File: src/rtl/serial_adder.sv
// serial_adder: bit-serial WIDTH-bit adder using a single full-adder cell and a carry flop.
// Operands are shifted through the cell LSB first, one bit per clock. The result is
// {cout,sum} = a + b + cin. It is ready WIDTH cycles after the start is accepted.
//
// Optional feature: define SERIAL_ADDER_SUB_EN to add a 'sub' input. When sub=1, the adder
// computes a - b as a + ~b + 1, and cout=1 means no borrow.
//
// Ports:
//   clk    in  1      clock, rising edge
//   rst    in  1      synchronous active-high reset
//   start  in  1      request, sampled only in IDLE or DONE
//   a, b   in  WIDTH  operands, captured on accepted start
//   cin    in  1      carry-in, captured on accepted start
//   sub    in  1      (SERIAL_ADDER_SUB_EN only) subtract select, captured on accepted start
//   busy   out 1      high while bits are being processed
//   done   out 1      one-cycle pulse, sum/cout valid
//   sum    out WIDTH  result, held until the next result is loaded
//   cout   out 1      final carry out, held like sum
module serial_adder #(
    parameter int unsigned WIDTH = 8
) (
    input  logic             clk,
    input  logic             rst,
    input  logic             start,
    input  logic [WIDTH-1:0] a,
    input  logic [WIDTH-1:0] b,
    input  logic             cin,
`ifdef SERIAL_ADDER_SUB_EN
    input  logic             sub,
`endif
    output logic             busy,
    output logic             done,
    output logic [WIDTH-1:0] sum,
    output logic             cout
);

    localparam int unsigned CntW = $clog2(WIDTH);
    localparam logic [CntW-1:0] LastCnt = CntW'(WIDTH - 1);

    typedef enum logic [1:0] {StIdle, StShift, StDone} state_e;

    state_e           state_q, state_d;
    logic [WIDTH-1:0] a_sr_q, a_sr_d;
    logic [WIDTH-1:0] b_sr_q, b_sr_d;
    logic [WIDTH-1:0] sum_sr_q, sum_sr_d;
    logic [WIDTH-1:0] res_q, res_d;
    logic             carry_q, carry_d;
    logic             cout_q, cout_d;
    logic [CntW-1:0]  cnt_q, cnt_d;

    logic             fa_sum, fa_cout;
    logic [WIDTH-1:0] b_load;
    logic             carry_load;
    logic [WIDTH-1:0] sum_sr_next;

    // The single full-adder cell.
    assign fa_sum  = a_sr_q[0] ^ b_sr_q[0] ^ carry_q;
    assign fa_cout = (a_sr_q[0] & b_sr_q[0]) | (carry_q & (a_sr_q[0] ^ b_sr_q[0]));

    assign sum_sr_next = {fa_sum, sum_sr_q[WIDTH-1:1]};

`ifdef SERIAL_ADDER_SUB_EN
    // Subtraction is a + ~b + 1, so the forced carry-in replaces cin.
    assign b_load     = sub ? ~b : b;
    assign carry_load = sub ? 1'b1 : cin;
`else
    assign b_load     = b;
    assign carry_load = cin;
`endif

    always_comb begin
        state_d  = state_q;
        a_sr_d   = a_sr_q;
        b_sr_d   = b_sr_q;
        sum_sr_d = sum_sr_q;
        res_d    = res_q;
        carry_d  = carry_q;
        cout_d   = cout_q;
        cnt_d    = cnt_q;

        unique case (state_q)
            StIdle, StDone: begin
                if (start) begin
                    state_d = StShift;
                    a_sr_d  = a;
                    b_sr_d  = b_load;
                    carry_d = carry_load;
                    cnt_d   = '0;
                end else begin
                    state_d = StIdle;
                end
            end
            StShift: begin
                // start is deliberately ignored here.
                a_sr_d   = {1'b0, a_sr_q[WIDTH-1:1]};
                b_sr_d   = {1'b0, b_sr_q[WIDTH-1:1]};
                sum_sr_d = sum_sr_next;
                carry_d  = fa_cout;
                cnt_d    = cnt_q + 1'b1;
                if (cnt_q == LastCnt) begin
                    state_d = StDone;
                    // The result register is loaded only here, so sum never shows partial bits.
                    res_d   = sum_sr_next;
                    cout_d  = fa_cout;
                end
            end
            default: state_d = StIdle;
        endcase
    end

    always_ff @(posedge clk) begin
        if (rst) begin
            state_q  <= StIdle;
            a_sr_q   <= '0;
            b_sr_q   <= '0;
            sum_sr_q <= '0;
            res_q    <= '0;
            carry_q  <= 1'b0;
            cout_q   <= 1'b0;
            cnt_q    <= '0;
        end else begin
            state_q  <= state_d;
            a_sr_q   <= a_sr_d;
            b_sr_q   <= b_sr_d;
            sum_sr_q <= sum_sr_d;
            res_q    <= res_d;
            carry_q  <= carry_d;
            cout_q   <= cout_d;
            cnt_q    <= cnt_d;
        end
    end

    assign busy = (state_q == StShift);
    assign done = (state_q == StDone);
    assign sum  = res_q;
    assign cout = cout_q;

endmodule

File: config.mk
export PLATFORM = sky130hd
export DESIGN_NAME = serial_adder
export DESIGN_NICKNAME = d
export VERILOG_FILES = /design/src/rtl/serial_adder.sv
export SDC_FILE = /design/constraint.sdc
export NUM_CORES = 1
export LEC_CHECK = 0
export BUFFER_PORTS_ARGS = -buffer_cell sky130_fd_sc_hd__buf_2
export CORE_AREA = 3 3 63 65
export CTS_BUF_LIST = sky130_fd_sc_hd__clkbuf_4 sky130_fd_sc_hd__clkbuf_8 sky130_fd_sc_hd__clkbuf_16
export DETAILED_ROUTE_END_ITERATION = 12
export DIE_AREA = 0 0 66 68
export GPL_ROUTABILITY_DRIVEN = 0
export GPL_TIMING_DRIVEN = 0
export PLACE_DENSITY = 0.66
export SLEW_MARGIN = 20
export SYNTH_ARGS = -nofsm -noshare
export SYNTH_HDL_FRONTEND = slang
export SYNTH_SLANG_ARGS = --single-unit
File: constraint.sdc
create_clock -name clk -period 2.3 [get_ports clk]
set_input_delay 0.23 -clock clk [delete_from_list [all_inputs] [get_ports clk]]
set_output_delay 0.23 -clock clk [all_outputs]
set_load 0.1 [all_outputs]
# ---- Yosys cells after proc, flatten, opt, wreduce, memory -nomap -nowiden
# Index checks and enable logic that the tools add are counted.
dict set report totals {
  mem_bits_ro 0
  n_memories 0
  ramBits 0
  latchBits 0
  ff_bits 39
  out_inout_bits 11
}
dict set report classes {
  multipliers 0
  n_mux 11
  order_cmp 0
  n_div 0
  shifts 0
  bitwise_logic 5
  eq_ne 5
  addsub 1
  n_reduce_logical 5
}
# cell n
set op_table {}
lappend op_table {{one-hot mux 8 bit (2 select lines)} 2}
lappend op_table {{2-to-1 mux 8 bit} 2}
lappend op_table {{one-hot mux 3 bit (2 select lines)} 1}
lappend op_table {{one-hot mux 2 bit (2 select lines)} 1}
lappend op_table {{AND reduction 2 bit} 2}
lappend op_table {{adder 3 x 1 -> 3 bit (second input constant)} 1}
lappend op_table {{== test 3 bit (second input constant)} 1}
lappend op_table {{2-to-1 mux 3 bit} 1}
lappend op_table {{bitwise AND 1 bit} 2}
lappend op_table {{== test 2 x 1 -> 1 bit (second input constant)} 1}
lappend op_table {{== test 2 bit (second input constant)} 1}
lappend op_table {{logical NOT 2 bit} 1}
lappend op_table {{2-to-1 mux 1 bit} 2}
lappend op_table {{2-to-1 mux 2 bit} 1}
lappend op_table {{!= test 2 x 1 -> 1 bit (second input constant)} 1}
lappend op_table {{!= test 2 bit (second input constant)} 1}
lappend op_table {{one-hot mux 1 bit (2 select lines)} 1}
lappend op_table {{nonzero test 2 bit} 1}
lappend op_table {{OR reduction 2 bit} 1}
lappend op_table {{XOR 1 bit} 2}
lappend op_table {{bitwise OR 1 bit} 1}

# ---- Logic depth before layout (Yosys ltp)
dict set report logic_depth {
  ltp_word 4
  mapped_depth 7
  depth_no_buf 5
}

# ---- Worst setup path before layout
# Ideal clock, no wire load.
dict set report synth_timing {
  kind {register to output}
  from {register state_q[0]}
  to {output done}
  arrival_time_ns 1.664
  path_slack_ns 0.406
  path_stages_with_launch 2
  required_time_ns 2.070
  path_buffers 0
  path_cell_list {dfxtp_1 nor2b_1}
}
dict set report synth_between {
  elab_chain_len 1
}
# item line_no
set synth_lines {}
lappend synth_lines {{from (decl)} 42} ;# state_e state_q, state_d;
lappend synth_lines {{from (signal assigned)} 113} ;# state_q <= StIdle;
lappend synth_lines {{from (signal assigned)} 122} ;# state_q <= state_d;
lappend synth_lines {{== test 2 bit} 134} ;# assign done = (state_q == StDone);
lappend synth_lines {{to (decl)} 32} ;# output logic done,
# Every way passes these cells.

# ---- Final worst setup path
dict set report layout_timing {
  from {register state_q[0]}
  to {output busy}
}
dict set report layout_between {
  elab_chain_len 1
}
# item line_no
set layout_lines {}
lappend layout_lines {{== test 2 x 1 -> 1 bit} 133} ;# assign busy = (state_q == StShift);
lappend layout_lines {{to (decl)} 31} ;# output logic busy,
# Every way passes these cells.

==> reports/results.txt <==
Die extent in y: 68 um
Netlist cell types: 18
WL/cell: 12.3 um
Post-Route Setup TNS: 0 ns
M1 wire length: 1620 um
DRT Pass-1 Iters: 4
Die width: 66 um
Crit path DAT: 1.77 ns
Largest cells by area after synthesis: dfxtp_1, nand2_1, a311oi_1, a21oi_1, nand3_1
Pint: 0.000919 W
Startpoint Class: flop
Gr usage total: 0.169
Average size of a mapped cell: 8.17 sq um
Nets: 248
CTS tree: yes
Critical Path End Type: output pin
Slew Limit Fails: 0
Remaining DRCs: 0
Leak: 0.739 nW
Slowest-stage cell, CP: buf_2
Total core area: 3390 sq um
Area growth syn-to-layout: 17.3%
Post-synthesis cell count: 189
Design Area, Final: 1810 sq um
Combinational Power Share: 0.135
Max Clock Skew: 0.00903 ns
Root Driver: clkbuf_4
Power per cell area: 697 nW/um^2
First-pass GRT wire length: 5650 um
Top cell type by total area after synthesis: dfxtp_1
Syn nets: 212
WP data required: 2.07 ns
Initial antenna violation count: 0
CP cell instances: nand2b_1 -> buf_2 -> clkinv_2 -> buf_6 -> buf_6 -> buf_2
RSZ-0062 raised after global routing: no
Net Sw Frac: 0.272
# clock sinks: 38
Yosys top cell area share: 0.493
Final WL: 3340 um
Netlist Area Pre-Place: 1540 sq um
Crit path max fanout: 10
Routed vias/inst: 5.06
Clock Tree Buf Depth: 2
Crit share post-route: 0.872
Initial core utilization: 0.456
# diodes: 0
Initial DRC count: 60
Status: complete, no violations
Final setup viols: 0
Reg clk slew, reported paths: 0.11 ns
Switching pwr: 0.000342 W
# resized after CTS: 0
Clock Power Share: 0.301
Grt total ovfl: 0
PortBufs: 29
Row Count: 21
Die ar.: 4490 sq um
Met3 routed WL: 231 um
# hold bufs at CTS: 0
Setup slack of the most critical reg-to-reg path: 0.94 ns
WS Path Type: reg2out
Worst vdd ir: 0.000436 V
Placed cell areas: 1750 sq um
Clk Latency, worst-skew pair: 0.35 ns
Routed length on met2: 1430 um
Layout cells sized above 1: 0.217
H-tree levels: 2
MaxCap Viol Count: 0
Vias in the first global route: 1277
Via count: 1375
Worst Max-Slew Pin Slew: 0.493 ns
Crit-path max cell delay: 0.43 ns
Highest clock rate: 0.499 GHz
I/O pins: 31
Total CTS buffers: 5
Hpwl dp: 2260 um
Worst min path class: in2reg
Max layer used: met4
Minimum clock period: 2.00 ns
Slew HR: 0.672
DRT antenna net count: 0
Yosys Warn Count: 0
Reg power frac: 0.564
Hold Fails Final Rpt: 0
Largest net degree at the start of global routing: 12
Post-layout util: 0.534
Post-synthesis register bit count: 38
Register area share after synthesis: 0.493
Post-CTS Setup Bufs: 0
-- cell usage in the layout, fill, tap and decap left out, drive strengths merged --
cell,count
a21oi,21
a311oi,15
buf,41
clkbuf,11
clkinv,2
dfxtp,38
fa,1
ha,2
nand2,57
nand2b,3
nand3,14
nand3b,1
nor2,17
nor2b,2
o21a,1
-- cell type report --
type                    count  area [sq um]
well taps                  46          57.6
plain buffers              16           103
clock inverters             1          5.00
clock buffers               7          58.8
multi-input cells         134           676
fillers                   341          1580
repair buffers             29           145
inverters                   1          5.00
flip-flops and latches     38           761
-- worst max-delay path, delay by kind of cell, from the launching register on --
kind	cells	cell delay [ns]
flip-flops	1	0.40
buffers and inverters	5	0.94
AND/OR/NAND/NOR	1	0.07
-- power groups by stage --
stage / Combinational (W) / Clock (W) / Sequential, W
after floorplan: 0.000125 / 0 / 0.000722
after global placement: 0.000169 / 0 / 0.000726
after detailed placement: 0.000170 / 0 / 0.000726
after CTS: 0.000171 / 0.000388 / 0.000711
after global routing: 0.000194 / 0.000410 / 0.000716
final: 0.000170 / 0.000380 / 0.000711
-- sequential cells by signal, summed over array words and instances, names as in the netlist --
signal    cells
state_q       2
b_sr_q        8
cnt_q         3
cout          1
sum_sr_q      7
carry_q       1
sum           8
a_sr_q        8
-- synth_stat cells, drive strengths merged --
cell and number:
a311oi 15, nor2 17, nand2 57, ha 2, nor2b 2, nand2b 3, buf 12, nand3b 1
a21oi 21, clkinv 1, fa 1, dfxtp 38, clkbuf 4, o21a 1, nand3 14
-- layer usage --
layer,up-vias,GRT usage
li1,711,-
met1,616,0.203
met2,41,0.278
met3,7,0.0427
met4,0,0.0914
met5,-,0
-- metrics by stage --
step / power (W) / instances / setup slack (ns) / hold slack [ns]
finish: 0.00126 / 272 / 0.295 / 0.112
floorplan: 0.000847 / 189 / 0.406 / 0.366
CTS: 0.00127 / 272 / 0.274 / 0.100
detailed placement: 0.000896 / 264 / 0.684 / 0.445
global placement: 0.000895 / 264 / 0.681 / 0.441
global route: 0.00132 / 272 / 0.181 / 0.130
-- worst paths after layout --
| check | start | endpoint | cells after the start |
|---|---|---|---|
| worst min-delay path | a[7] | a_sr_q[7] | 3 |
| worst max register to register | cnt_q[0] | cout | 5 |
| worst max-delay path | state_q[0] | busy | 6 |
| worst min register to register | sum[3] | sum[3] | 2 |
-- cell families after synthesis --
family,synth area share
simple gates,0.250
flops,0.493
compound gates,0.158
buf+inv,0.0697
fa+ha+maj,0.0292
Power figures use the tool's default switching activity.
